--- src/rtl/game_flow_ctrl_if.sv ---
// Signal bundle between the input/gameplay side and the game sequencer.
// The master side drives buttons and gameplay status; the sequencer drives the screen state.
interface game_flow_ctrl_if;
    logic       frame_tick;
    logic       btn_start;
    logic       btn_help;
    logic       btn_staff;
    logic       btn_back;
    logic [1:0] key_find;
    logic [1:0] life;
    logic       at_door;
    logic [3:0] state;
    logic [5:0] shift;
    logic       stage_init;
    logic       hold_done;

    modport master (
        output frame_tick, btn_start, btn_help, btn_staff, btn_back,
        output key_find, life, at_door,
        input  state, shift, stage_init, hold_done
    );

    modport slave (
        input  frame_tick, btn_start, btn_help, btn_staff, btn_back,
        input  key_find, life, at_door,
        output state, shift, stage_init, hold_done
    );
endinterface

--- src/rtl/game_flow_ctrl.sv ---
// Top-level game sequencer: screen/game state, banner scroll offset, and the
// hold timer that paces SUCCESS/FAIL screens.
module game_flow_ctrl #(
    parameter int HOLD_FRAMES = 120,
    parameter int HOLD_W      = 8
) (
    input  logic             clk,
    input  logic             rst,
    game_flow_ctrl_if.slave  gf
);

    typedef enum logic [3:0] {
        TITLE    = 4'd0,
        STAFF    = 4'd1,
        STAGE1   = 4'd2,
        SUCCESS1 = 4'd3,
        STAGE2   = 4'd4,
        SUCCESS2 = 4'd5,
        STAGE3   = 4'd6,
        SUCCESS3 = 4'd7,
        FAIL     = 4'd8,
        HELP     = 4'd9
    } state_t;

    localparam logic [HOLD_W-1:0] HOLD_MAX = HOLD_W'(HOLD_FRAMES);

    // Kept as a plain 4-bit vector so codes 10-15 remain representable and recoverable.
    logic [3:0]        state_r;
    logic [3:0]        state_nxt;
    logic [5:0]        shift_r;
    logic [HOLD_W-1:0] hold_cnt;
    logic              hold_done_r;
    logic              stage_init_r;
    logic              start_q, help_q, staff_q, back_q;
    logic              rise_start, rise_help, rise_staff, rise_back;
    logic              changed;
    logic              nxt_is_stage;
    logic              all_keys;

    assign rise_start = gf.btn_start & ~start_q;
    assign rise_help  = gf.btn_help  & ~help_q;
    assign rise_staff = gf.btn_staff & ~staff_q;
    assign rise_back  = gf.btn_back  & ~back_q;
    assign all_keys   = (gf.key_find == 2'd3);

    always_comb begin
        state_nxt = state_r;
        case (state_r)
            TITLE: begin
                if (rise_start)      state_nxt = STAGE1;
                else if (rise_help)  state_nxt = HELP;
                else if (rise_staff) state_nxt = STAFF;
            end
            HELP, STAFF: begin
                if (rise_back) state_nxt = TITLE;
            end
            // Death outranks reaching the door; a locked door is simply ignored.
            STAGE1: begin
                if (gf.life == 2'd0)             state_nxt = FAIL;
                else if (gf.at_door && all_keys) state_nxt = SUCCESS1;
            end
            STAGE2: begin
                if (gf.life == 2'd0)             state_nxt = FAIL;
                else if (gf.at_door && all_keys) state_nxt = SUCCESS2;
            end
            STAGE3: begin
                if (gf.life == 2'd0)             state_nxt = FAIL;
                else if (gf.at_door && all_keys) state_nxt = SUCCESS3;
            end
            SUCCESS1: if (hold_done_r) state_nxt = STAGE2;
            SUCCESS2: if (hold_done_r) state_nxt = STAGE3;
            SUCCESS3: if (hold_done_r) state_nxt = TITLE;
            FAIL:     if (hold_done_r && rise_start) state_nxt = TITLE;
            default:  state_nxt = TITLE;
        endcase
    end

    assign changed      = (state_nxt != state_r);
    assign nxt_is_stage = (state_nxt == STAGE1) || (state_nxt == STAGE2) || (state_nxt == STAGE3);

    // Button history resets high so a button held through reset cannot fire on release.
    always_ff @(posedge clk or negedge rst) begin
        if (!rst) begin
            state_r      <= TITLE;
            shift_r      <= 6'd0;
            hold_cnt     <= '0;
            hold_done_r  <= 1'b0;
            stage_init_r <= 1'b0;
            start_q      <= 1'b1;
            help_q       <= 1'b1;
            staff_q      <= 1'b1;
            back_q       <= 1'b1;
        end else begin
            start_q      <= gf.btn_start;
            help_q       <= gf.btn_help;
            staff_q      <= gf.btn_staff;
            back_q       <= gf.btn_back;
            state_r      <= state_nxt;
            stage_init_r <= changed && nxt_is_stage;
            // A state change clears both counters even if a frame tick lands on the same cycle.
            if (changed) begin
                shift_r     <= 6'd0;
                hold_cnt    <= '0;
                hold_done_r <= 1'b0;
            end else if (gf.frame_tick) begin
                shift_r <= shift_r + 6'd1;
                if (hold_cnt != HOLD_MAX) begin
                    hold_cnt    <= hold_cnt + 1'b1;
                    hold_done_r <= (hold_cnt == HOLD_MAX - 1'b1);
                end
            end
        end
    end

    assign gf.state      = state_r;
    assign gf.shift      = shift_r;
    assign gf.stage_init = stage_init_r;
    assign gf.hold_done  = hold_done_r;

endmodule

--- src/flat_wrapper.sv ---
// flat-port wrapper written by rule: the top's interface ports become plain ports
module game_flow_ctrl_flat 
#(
    parameter int HOLD_FRAMES = 120,
    parameter int HOLD_W      = 8
)
  (clk, rst, gf_frame_tick, gf_btn_start, gf_btn_help, gf_btn_staff, gf_btn_back, gf_key_find, gf_life, gf_at_door, gf_state, gf_shift, gf_stage_init, gf_hold_done);
  game_flow_ctrl_if gf_i ();
  input  logic clk;
  input  logic rst;
  input wire logic [$bits(gf_i.frame_tick)-1:0] gf_frame_tick;
  input wire logic [$bits(gf_i.btn_start)-1:0] gf_btn_start;
  input wire logic [$bits(gf_i.btn_help)-1:0] gf_btn_help;
  input wire logic [$bits(gf_i.btn_staff)-1:0] gf_btn_staff;
  input wire logic [$bits(gf_i.btn_back)-1:0] gf_btn_back;
  input wire logic [$bits(gf_i.key_find)-1:0] gf_key_find;
  input wire logic [$bits(gf_i.life)-1:0] gf_life;
  input wire logic [$bits(gf_i.at_door)-1:0] gf_at_door;
  output wire logic [$bits(gf_i.state)-1:0] gf_state;
  output wire logic [$bits(gf_i.shift)-1:0] gf_shift;
  output wire logic [$bits(gf_i.stage_init)-1:0] gf_stage_init;
  output wire logic [$bits(gf_i.hold_done)-1:0] gf_hold_done;
  assign gf_i.frame_tick = gf_frame_tick;
  assign gf_i.btn_start = gf_btn_start;
  assign gf_i.btn_help = gf_btn_help;
  assign gf_i.btn_staff = gf_btn_staff;
  assign gf_i.btn_back = gf_btn_back;
  assign gf_i.key_find = gf_key_find;
  assign gf_i.life = gf_life;
  assign gf_i.at_door = gf_at_door;
  assign gf_state = gf_i.state;
  assign gf_shift = gf_i.shift;
  assign gf_stage_init = gf_i.stage_init;
  assign gf_hold_done = gf_i.hold_done;
  game_flow_ctrl #(.HOLD_FRAMES(HOLD_FRAMES), .HOLD_W(HOLD_W)) u_core (.clk(clk), .rst(rst), .gf(gf_i));
endmodule
--- config.mk ---
export PLATFORM = sky130hd
export DESIGN_NAME = game_flow_ctrl_flat
export DESIGN_NICKNAME = d
export VERILOG_FILES = /design/src/rtl/game_flow_ctrl_if.sv /design/src/rtl/game_flow_ctrl.sv /design/src/flat_wrapper.sv
export SDC_FILE = /design/constraint.sdc
export NUM_CORES = 1
export LEC_CHECK = 0
export BUFFER_PORTS_ARGS = -buffer_cell sky130_fd_sc_hd__buf_2
export CAP_MARGIN = 20
export CORE_MARGIN = 3
export CORE_UTILIZATION = 58
export CTS_CLUSTER_SIZE = 16
export DETAILED_ROUTE_END_ITERATION = 8
export GPL_TIMING_DRIVEN = 0
export PLACE_DENSITY = 0.79
export SETUP_SLACK_MARGIN = 0.02
export SLEW_MARGIN = 20
export SYNTH_ARGS = -nofsm -noshare
export SYNTH_HDL_FRONTEND = slang
export SYNTH_SLANG_ARGS = --single-unit
--- constraint.sdc ---
create_clock -name clk -period 5.45 [get_ports clk]
set_clock_uncertainty 0.15 [all_clocks]
set_input_delay 0.2725 -clock clk [delete_from_list [all_inputs] [get_ports clk]]
set_output_delay 0.2725 -clock clk [all_outputs]
set_load 0.02 [all_outputs]
# [After elaboration in Yosys (flattened, before gate mapping)]
# Index checks and enable logic that the tools add are counted.
# W data, S select, Z words.
[word_totals] ff_bits=24 in_bits=12 out_inout_bits=12 word_cells=69
[op_classes] addsub=2 n_eq_ne=16 n_mux=23 bitwise=8 n_reduce_logical=11
[op_table] cell="$mux W4" count=14
[op_table] cell="$pmux W4 S9" count=1
[op_table] cell="$eq A4 B3 Y1 const B" count=6
[op_table] cell="$mux W8" count=3
[op_table] cell="$eq A4 B2 Y1 const B" count=3
[op_table] cell="$mux W6" count=2
[op_table] cell="$add A8 B1 Y8 const B" count=1
[op_table] cell="$eq A4 B4 Y1 const B" count=2
[op_table] cell="$eq A8 B7 Y1 const B" count=1
[op_table] cell="$ne A8 B7 Y1 const B" count=1
[op_table] cell="$add A6 B1 Y6 const B" count=1
[op_table] cell="$and A1 B1 Y1" count=4
[op_table] cell="$eq A4 B1 Y1 const B" count=1
[op_table] cell="$logic_not A4 Y1" count=1
[op_table] cell="$ne A4 B4 Y1" count=1
[op_table] cell="$not A1 Y1" count=4
[op_table] cell="$reduce_bool A2 Y1" count=2
[op_table] cell="$logic_and A1 B1 Y1" count=3
[op_table] cell="$mux W1" count=3
[op_table] cell="$eq A2 B2 Y1 const B" count=1
[op_table] cell="$logic_not A2 Y1" count=1
[op_table] cell="$logic_or A1 B1 Y1" count=2
[op_table] cell="$reduce_and A2 Y1" count=1
[op_table] cell="$reduce_or A2 Y1" count=1

# [Logic depth before layout (Yosys ltp)]
# Gate-level depths: netlist (run 1).
[logic_depth] ltp_word=10 ltp_mapped=7 depth_no_buf=7

# [Worst setup path before layout (run 1)]
# OpenSTA, ideal clock, no wires.
[synth_path] path_type="register -> register" startpoint="reg u_core.state_r[2] (netlist: u_core.gf.state[2])" endpoint="reg u_core.shift_r[0] (netlist: u_core.gf.shift[0])" setup_time_ns=0.119 t_arrival_ns=1.914 required_time_ns=5.181 path_slack_ns=3.267 path_stages_with_launch=8 n_path_buf=2 period_less_slack_ns=2.183 path_cell_list="dfrtp_1 -> buf_6 -> or4b_4 -> o22ai_2 -> nor4_2 -> o31ai_4 -> buf_6 -> nor2_2"
[synth_between] elab_chain_len=6 word_cells_on_any_way=29 cone_classes="10 x eq/ne; 16 x mux; 3 x reduce/logical"
[synth_rtl] element="start: declaration" line_no="game_flow_ctrl.sv:28" rtl="logic [3:0] state_r;"
[synth_rtl] element="start signal: assignment" line_no="game_flow_ctrl.sv:98" rtl="state_r <= state_nxt;"
[synth_rtl] element="$mux W4" line_no="game_flow_ctrl.sv:52" rtl="else if (rise_staff) state_nxt = STAFF;"
[synth_rtl] element="$mux W4" line_no="game_flow_ctrl.sv:51" rtl="else if (rise_help) state_nxt = HELP;"
[synth_rtl] element="$mux W4" line_no="game_flow_ctrl.sv:50" rtl="if (rise_start) state_nxt = STAGE1;"
[synth_rtl] element="$pmux W4 S9" line_no="game_flow_ctrl.sv:48" rtl="case (state_r)"
[synth_rtl] element="$ne A4 B4 Y1 *" line_no="game_flow_ctrl.sv:78" rtl="assign changed = (state_nxt != state_r);"
[synth_rtl] element="$mux W6 or $reduce_bool A2 Y1 (tied branches)"
[synth_rtl] element="end signal: assignment" line_no="game_flow_ctrl.sv:106" rtl="shift_r <= shift_r + 6'd1;"
[synth_rtl] element="end: declaration" line_no="game_flow_ctrl.sv:30" rtl="logic [5:0] shift_r;"
# Every way passes the cells marked *; elsewhere a longest branch is shown, timed or not.
# A chain may end at the register's enable or synchronous reset.

# [Worst setup path after layout (run 1)]
# Ends and elaborated chain as after synthesis.

==> metrics.txt, run 1 <==
ys async rst share=100%; critical path class=register to register; outcome=complete, no violations; highest metal used=met4; CP required=between 5 and 6 ns; Std-Cell Rows=16; Cells after Synth=about 130; Starting Density=63.8%; Critical Path Slowest Stage Cell=or4b_4; Die W=53.6 µm; first-pass GRT wire length=between 4 and 5 mm; footprint of the multi-input gates=around 650 µm²; worst hold path type=primary input to async pin; Worst VDD drop=0.366 mV; # fillers=132; Least-Margin Pin Slew=~0.57 ns; total core area=between 2000 and 2500 µm²; routed via count=approximately 1000; CP max FO=10; n_diodes=0; static leakage=between 0.6 and 0.7 nW; worst skew pair latency=about 0.32 ns; cell mode on critical path=buf_6; clock sinks=24; Fin Setup TNS=0 ns; PD cells=about 420 nW/µm²; Setup violations, final=0; Max-Cap Viols=0; post-synthesis cell type count=40; Post-Syn Area per Cell=10.5 µm²; Post-synth EDFFs=0; CP bufs+invs=2; clk buf depth=2; fmax=approximately 440 MHz; Routed Antenna Nets=0; CP Launch Type=register; max_slew headroom=61.8%; Mapped Area=1320 µm²; RSZ-0062 raised after global routing=false; Num CTS Buffers=3; top_reg_cell synth=dfrtp_1; dpl ws=between 3 and 4 ns; HPWL after DPL=about 1.9 mm; Crit path largest cell delay=between 0.5 and 0.6 ns; sequential fraction of the synthesis area=a little under half; Die Y=about 54 µm; largest net degree at the start of global routing=25; endpoints failing hold=0; delay-heaviest family, CP=simple AND/OR/NAND/NOR gates; M1 WL=about 1.2 mm; DR iter-0 viols=33; drt first pass iters=4; die area=roughly 2900 µm²; share of cells above drive strength 1=between 30 and 40%; antenna violations before repair=0; # nets final=roughly 170; Post-Route WL=2.59 mm; Total Power=0.657 mW; Seq cells post-synth=24; synth warn=0; Root Buffer=clkbuf_4; Crit. End Element=register; CP cell instances=buf_6 -> or4b_4 -> o22ai_2 -> nor4_2 -> o31ai_4 -> buf_6 -> nor2_2; PnR worst setup slack=about 3.2 ns; H-tree depth=1; total track usage=a little over a fifth; Sequential cell area=just over 600 µm²; total gr overflow=0; WL/cell=roughly 14 µm; Post-CTS Setup Bufs=0; I/O Pins=24; Placer Congestion=~0.82; Vias/cell=between 5 and 6; area grow syn2layout=18.7%; Gates resized, CTS repair=0; vias in the first global route=about 950; Slew Limit Fails=0; DRC viols=0; met3 wire len=between 100 and 150 µm; clk slew on worst S/H paths=around 0.13 ns; met2 wire length=about 1.2 mm; WP data arrival=roughly 2.4 ns; WHS=~0.3 ns; Final Cycle Share=a little over two fifths; number of port buffers=22; Min Clock Period, post-route=2.29 ns; CTS tree=yes; syn nets=between 100 and 150
[worst reg2reg max path, stage by stage (launching register included)]
cell and delay (ns):
dfrtp_1 0.42, buf_6 0.15, or4b_4 0.54, o22ai_2 0.17
nor4_2 0.08, o31ai_4 0.40, buf_6 0.23, nor2_2 0.06
[metal layers]
metal  up-vias  global-route usage [%]
met3         5                    3.32
met1       486                    27.8
met4         0                    9.36
met2        36                    34.3
li1        498                       -
met5         -                       0
[synthesized netlist by cell type, types with 3 or more instances]
master    instances  share of area (%)
inv_1             6                1.7
xnor2_1           6                4.0
nand3_1           5                1.9
ha_1              3                2.9
nor2_1           13                3.7
xor2_1            6                4.0
nand2_1           4                1.1
dfrtp_1          20                 38
clkbuf_1          3               0.86
nand2b_1          4                1.9
nand4_1           3                1.4
nor2_2           10                4.8
dfstp_2           4                8.0
or2_1             3                1.4
[logic make-up (layout without fill, tap and decap cells)]
group	after synthesis	in the layout	share of synthesized area (%)
AOI/OAI and AO/OA	18	18	13.2
xor gates and xnor gates	12	12	7.98
adders and majority gates	3	3	2.85
buffers and inverters	11	42	4.28
DFF	24	24	46.0
muxes	2	2	1.52
and+or+nand+nor	55	55	24.1
[sequential cells by signal, indices dropped and copies added (netlist names)]
signal                count
u_core.hold_cnt           8
u_core.gf.shift           6
u_core.gf.state           4
u_core.back_q             1
u_core.gf.hold_done       1
u_core.gf.stage_init      1
u_core.help_q             1
u_core.staff_q            1
u_core.start_q            1
[cells in the final DEF, fill, tap and decap left out, types with 3 or more instances in the layout]
master	instances
buf_2	22
clkbuf_1	3
clkbuf_4	3
dfrtp_1	20
dfstp_2	4
dlygate4sd3_1	5
ha_1	3
inv_1	6
nand2_1	4
nand2b_1	4
nand3_1	5
nand4_1	3
nor2_1	13
nor2_2	10
or2_1	3
xnor2_1	6
xor2_1	6
[metrics by stage]
step / cells / cell area [µm²] / util, %
6_report: 183 / 1560 / 75.8
5_1_grt: 183 / 1560 / 75.8
4_1_cts: 183 / 1560 / 75.8
3_5_place_dp: 174 / 1460 / 70.8
3_3_place_gp: 174 / 1460 / 70.8
2_1_floorplan: 125 / 1320 / -
[area by class of cell]
cell class	instances	area share [%]
Buffer	5	2.16
Clock inverter	1	1.92
Timing Repair Buffer	27	10.2
Multi-Input combinational cell	90	41.9
Clock buffer	3	1.44
Tap cell	27	2.16
Inverter	6	1.44
Sequential cell	24	38.8
[where the power goes]
| group | internal [mW] | total, mW | switching (mW) | leakage, nW |
|---|---|---|---|---|
| Sequential | 0.207 | 0.235 | 0.0288 | 0.315 |
| Clock | 0.0744 | 0.129 | 0.0544 | 0.0279 |
| Combinational | 0.110 | 0.292 | 0.183 | 0.357 |
[worst paths after layout]
path / start / to / slack (ns) / depth (start not counted)
hold reg to reg: u_core.hold_cnt[7] / u_core.hold_cnt[7] / 0.40 / 2
min in group clk: gf_frame_tick / u_core.gf.shift[1] / 0.31 / 3
hold / removal: rst / u_core.gf.state[1] / 0.30 / 2
setup / recovery: u_core.gf.state[2] / u_core.gf.shift[0] / 3.16 / 7
max in group asynchronous: rst / u_core.back_q / 4.49 / 2
setup reg to reg: u_core.gf.state[2] / u_core.gf.shift[0] / 3.16 / 7
[timing repair]
action / in CTS / in global routing
hold endpoints to repair: 24 / 0
hold buffers: 5 / 0
setup endpoints to repair: 0 / 0
Power figures use the tool's default switching activity.
==> run 2, diff against run 1 <==
- CORE_UTILIZATION: 58 -> 49
- PLACE_DENSITY: 0.79 -> 0.7
- clock period: 5.45 -> 2 ns (I/O delays scaled with it)
==> run 2 against run 1 <==
Global-route usage fell by 3.6 points. Total power rose to 3.1 times the previous value. Maximum frequency is 19% higher. Design area up 9.8%. Combinational power rose to 3.5 times the previous value. Non-clock buffer count grew 9. Register-to-register slack worse by 3.1 ns. Wire length up 4.4%. Highest routed layer unchanged.
==> metrics.txt, run 2 (synthesis gave the netlist of run 1 again) <==
outcome=complete, no violations (unchanged); Setup violations, final=0 (unchanged); Post-Layout Cell Count=195 (was 183); fmax=518 MHz (was 437 MHz); endpoints failing hold=0 (unchanged); total track usage=17.5% (was 21.1%); max FFs per register=8 (unchanged); R2R Setup Slk=0.07 ns (was 3.16 ns); PnR worst setup slack=0.0695 ns (was 3.16 ns); DR iter-0 viols=23 (was 33); max_slew headroom=62.8% (was 61.8%); first-pass GRT wire length=4.55 mm (was 4.30 mm); HPWL after DPL=1.74 mm (was 1.86 mm); Min Clock Period, post-route=1.93 ns (was 2.29 ns); cell area after layout=1720 µm² (was 1560 µm²); Final Cycle Share=96.5% (was 42.0%); Num CTS Buffers=3 (unchanged); WP data arrival=1.99 ns (was 2.36 ns); footprint of the multi-input gates=722 µm² (was 654 µm²); largest net degree at the start of global routing=25 (unchanged); Least-Margin Pin Slew=0.557 ns (was 0.567 ns); Die Y=57.8 µm (was 53.6 µm); Placer Congestion=0.819 (was 0.820); DP Area=1470 µm² (was 1460 µm²); static leakage=0.755 nW (was 0.699 nW); WL/cell=13.8 µm (was 14.1 µm); # fillers=211 (was 132); Worst VDD drop=0.772 mV (was 0.366 mV); Comb power frac=51.1% (was 44.5%); # nets final=181 (was 172); clk slew on worst S/H paths=0.12 ns (was 0.13 ns); CP required=2.06 ns (was 5.52 ns); worst hold path type=primary input to async pin (unchanged); clock sinks=24 (unchanged); PD cells=1170 nW/µm² (was 420 nW/µm²); most common cell after layout, fill and taps aside=buf_2 (unchanged); total gr overflow=0 (unchanged); vias in the first global route=1081 (was 954); H-tree depth=1 (unchanged); Biggest register=u_core.hold_cnt (unchanged); most frequent cells in the layout=buf_2 (22), dfrtp_1 (18), nor2_2 (12) (was buf_2 (22), dfrtp_1 (20), nor2_1 (13)); Die W=57.8 µm (was 53.6 µm); number of port buffers=22 (unchanged); Std-Cell Rows=18 (was 16); DRC viols=0 (unchanged); clk buf depth=2 (unchanged); total core area=2520 µm² (was 2060 µm²); routed via count=1047 (was 1025); Routed Antenna Nets=0 (unchanged); Vias/cell=5.37 (was 5.60); antenna violations before repair=0 (unchanged); I/O Pins=24 (unchanged); Starting Density=52.2% (was 63.8%); Sequential cell area=608 µm² (was 606 µm²); Slew Limit Fails=0 (unchanged); Clock power frac=16.9% (was 19.6%); cell internal pwr=1.21 mW (was 0.390 mW); Sw Ratio=40.1% (was 40.5%); critical path class=register to register (unchanged); Post-Route WL=2.70 mm (was 2.59 mm); dpl ws=-0.154 ns (was 3.19 ns); Crit. End Element=register (unchanged); sw power=0.806 mW (was 0.266 mW); CP max FO=5 (was 10); area grow syn2layout=30.4% (was 18.7%); Max-Cap Viols=0 (unchanged); drt first pass iters=5 (was 4); worst skew pair latency=0.31 ns (was 0.32 ns); die area=3340 µm² (was 2880 µm²); share of cells above drive strength 1=41.2% (was 32.1%); CP Launch Type=register (unchanged); CTS tree=yes (unchanged); Seq pwr share=32.0% (was 35.8%); n_diodes=0 (unchanged); placed cells=177 (was 174); Root Buffer=clkbuf_4 (unchanged); RSZ-0062 raised after global routing=true (was false)
run 2: cell types whose count changed in the layout (fill, tap and decap cells not counted), sizes merged:
cell and change:
clkbuf -1, buf +10
run 2: power by group through the flow:
stage	clock network [mW]	registers [mW]	logic, mW
2_1_floorplan	0	0.698	0.538
3_3_place_gp	0	0.640	0.770
3_5_place_dp	0	0.648	0.782
4_1_cts	0.356	0.639	0.953
5_1_grt	0.370	0.654	1.11
6_report	0.340	0.644	1.03
run 2: path summary, 6_finish.rpt:
kind / end / from / cells after the start
worst max-delay path: u_core.gf.shift[0] / u_core.gf.state[1] / 6
worst min-delay path: u_core.gf.state[2] / rst / 2
worst max register to register: u_core.gf.shift[0] / u_core.gf.state[1] / 6
worst min register to register: u_core.gf.shift[5] / u_core.gf.shift[5] / 2
max in group asynchronous: u_core.gf.hold_done / rst / 2
min in group clk: u_core.gf.shift[1] / gf_frame_tick / 3
run 2: worst max-delay path: stages (launching register included):
cell and delay, ns:
dfrtp_1 0.42, or4b_4 0.53, o22ai_4 0.15, nor4_4 0.06, o31ai_4 0.30, buf_6 0.19, nor2_2 0.04
run 2: layer usage:
layer | vias up | routed length [µm] | GRT usage, %
met5 | - | 0 | 0
li1 | 516 | - | -
met1 | 505 | 1160 | 20.2
met4 | 0 | 44 | 8.28
met3 | 6 | 96 | 2.23
met2 | 20 | 1400 | 31.9
run 2: what timing repair did:
| action | 4_1_cts | 5_1_grt |
|---|---|---|
| endpoints found under the setup margin | 16 | 16 |
| pin swaps | 6 | 5 |
| setup buffers | 6 | 3 |
| cloned | 1 | 0 |
| resized for setup | 9 | 13 |
| hold endpoints to repair | 28 | 0 |
| hold buffers | 5 | 0 |
run 2: cell type report:
cell class	instances	share of cell area, %
multi-input combinational	90	42.1
sequential	24	35.4
timing repair buffer	37	14.1
tap	30	2.19
buffer	4	1.82
clock inverter	1	1.75
clock buffer	3	1.31
inverter	6	1.31
run 2: stage by stage:
step	hold WS (ns)	total power, mW	TNS [ns]	util (%)
floorplan	-0.346	1.24	-0.484	-
global placement	-0.0449	1.41	-1.43	58.2
detailed placement	-0.0337	1.43	-1.57	58.2
CTS	0.139	1.95	-0.128	65.7
global route	0.170	2.14	-0.00542	68.1
finish	0.143	2.01	0	68.1
==> run 3, diff against run 2 <==
- CORE_UTILIZATION: 49 -> 54
- PLACE_DENSITY: 0.7 -> 0.74
- clock period: 2 -> 2.16 ns (I/O delays scaled with it)
==> run 3 against run 2 <==
Clock power shrank 4%. Global-route usage is 2.3 points higher. Highest routed layer unchanged. Flip-flop and latch count unchanged. Register-to-register slack about the same. Total power decreased by 9.1%. Maximum frequency is 7.2% lower. Sequential power is 8.4% lower. First-iteration DRC count is 96% higher. Final cell count decreased by 2.6%. Worst setup slack gained 0.0093 ns. Design area down 3.6%. Critical endpoint is now u_core.hold_cnt[5]. Critical path type unchanged. Hold slack about the same.
==> metrics.txt, run 3 (synthesis gave the netlist of run 1 again) <==
Slew Limit Fails=0 (unchanged); DR iter-0 viols=45 (was 23); Worst R2R Start=u_core.gf.state[2] (was u_core.gf.state[1]); worst hold path type=primary input to async pin (unchanged); cell area after layout=1660 µm² (was 1720 µm²); routed via count=1061 (was 1047); most common cell after layout, fill and taps aside=buf_2 (unchanged); CP max FO=6 (was 5); CP Capture Point=u_core.hold_cnt[5] (was u_core.gf.shift[0]); Post-Route WL=2.80 mm (was 2.70 mm); total gr overflow=0 (unchanged); Total Power=1.83 mW (was 2.01 mW); Die Y=55.4 µm (was 57.8 µm); Min Clock Period, post-route=2.08 ns (was 1.93 ns); Placer Congestion=0.892 (was 0.819); Starting Density=58.4% (was 52.2%); Crit. End Element=register (unchanged); area grow syn2layout=25.8% (was 30.4%); fmax=481 MHz (was 518 MHz); max FFs per register=8 (unchanged); CP required=2.23 ns (was 2.06 ns); Die W=55.4 µm (was 57.8 µm); vias in the first global route=1099 (was 1081); critical path class=register to register (unchanged); WP data arrival=2.15 ns (was 1.99 ns); clk slew on worst S/H paths=0.14 ns (was 0.12 ns); placed cells=175 (was 177); reg2reg end=u_core.hold_cnt[5] (was u_core.gf.shift[0]); DP Area=1460 µm² (was 1470 µm²); PD cells=1110 nW/µm² (was 1170 nW/µm²); die area=3070 µm² (was 3340 µm²); clk buf depth=2 (unchanged); Biggest register=u_core.hold_cnt (unchanged); Final Cycle Share=96.3% (was 96.5%); number of port buffers=22 (unchanged); Vias/cell=5.58 (was 5.37); Std-Cell Rows=17 (was 18); worst skew pair latency=0.31 ns (about the same); H-tree depth=1 (unchanged); RSZ-0062 raised after global routing=false (was true); clock sinks=24 (unchanged); WL/cell=14.8 µm (was 13.8 µm); Sequential cell area=607 µm² (was 608 µm²); Setup violations, final=0 (unchanged); Max-Cap Viols=0 (unchanged); Post-Layout Cell Count=190 (was 195); Worst Reg-to-Reg Cells=7 (was 6); Least-Margin Pin Slew=0.530 ns (was 0.557 ns); footprint of the multi-input gates=693 µm² (was 722 µm²); n_diodes=0 (unchanged); R2R Setup Slk=0.08 ns (was 0.07 ns); DRC viols=0 (unchanged); total core area=2250 µm² (was 2520 µm²); I/O Pins=24 (unchanged); share of cells above drive strength 1=37.7% (was 41.2%); CTS tree=yes (unchanged); Worst VDD drop=0.867 mV (was 0.772 mV); Root Buffer=clkbuf_4 (unchanged); # nets final=178 (was 181); HPWL after DPL=1.83 mm (was 1.74 mm); most frequent cells in the layout=buf_2 (22), dfrtp_1 (19), nor2_1 (12) (was buf_2 (22), dfrtp_1 (18), nor2_2 (12)); # fillers=170 (was 211); static leakage=0.742 nW (was 0.755 nW); largest net degree at the start of global routing=25 (unchanged); first-pass GRT wire length=4.92 mm (was 4.55 mm); antenna violations before repair=0 (unchanged); outcome=complete, no violations (unchanged); Num CTS Buffers=3 (unchanged); CP Launch Type=register (unchanged); total track usage=19.9% (was 17.5%); drt first pass iters=4 (was 5); Routed Antenna Nets=0 (unchanged); endpoints failing hold=0 (unchanged); Setup crit start=u_core.gf.state[2] (was u_core.gf.state[1]); max_slew headroom=64.3% (was 62.8%)
## run 3: cell type report
class | count | share of cell area, %
multi-input combinational | 90 | 41.9
sequential | 24 | 36.7
timing repair buffer | 33 | 12.6
buffer | 5 | 2.19
tap | 28 | 2.12
clock inverter | 1 | 1.81
clock buffer | 3 | 1.36
inverter | 6 | 1.36
## run 3: stage by stage
step           hold WS, ns  utilization [%]  TNS (ns)  worst slack (ns)
6_report             0.142             73.4         0            0.0789
2_1_floorplan       -0.338                -         0            0.0218
3_3_place_gp       -0.0408             64.8    -0.185           -0.0197
3_5_place_dp       -0.0325             64.8    -0.423           -0.0452
4_1_cts              0.133             72.6         0            0.0193
5_1_grt              0.157             73.4         0           0.00241
## run 3: timing repair
item	in CTS	in global routing
hold endpoints to repair	28	0
pin swaps	6	3
buffers inserted	4	1
gates resized for setup	7	6
hold buffers	5	0
gates cloned	1	0
endpoints found under the setup margin	11	15
## run 3: worst max-delay path, cell delays in order, from the launching register on
cell and delay (ns):
dfrtp_1 0.41, buf_6 0.13, or4b_4 0.49, o22ai_4 0.16, nor4_4 0.09, o31ai_4 0.33
buf_6 0.19, nor2_2 0.04
## run 3: power breakdown
group | internal (mW) | total (mW) | switching, mW
sequential | 0.521 | 0.590 | 0.0686
combinational | 0.402 | 0.916 | 0.514
clock | 0.187 | 0.325 | 0.138
total | 1.11 | 1.83 | 0.721
## run 3: worst min-delay path by stage
stage	from	endpoint
floorplan	rst	u_core.gf.hold_done
global placement	rst	u_core.gf.state[2]
detailed placement	rst	u_core.gf.state[2]
CTS	gf_frame_tick	u_core.gf.shift[1]
global route	rst	u_core.gf.shift[4]
finish	rst	u_core.gf.stage_init
## run 3: routing by layer
metal	vias up	global-route usage, %	part of all wire (%)	wire length, µm
li1	512	-	-	-
met3	6	2.80	3.9	110
met5	-	0	0	0
met2	36	34.3	50	1390
met1	507	25.4	45	1270
met4	0	6.60	1.2	35
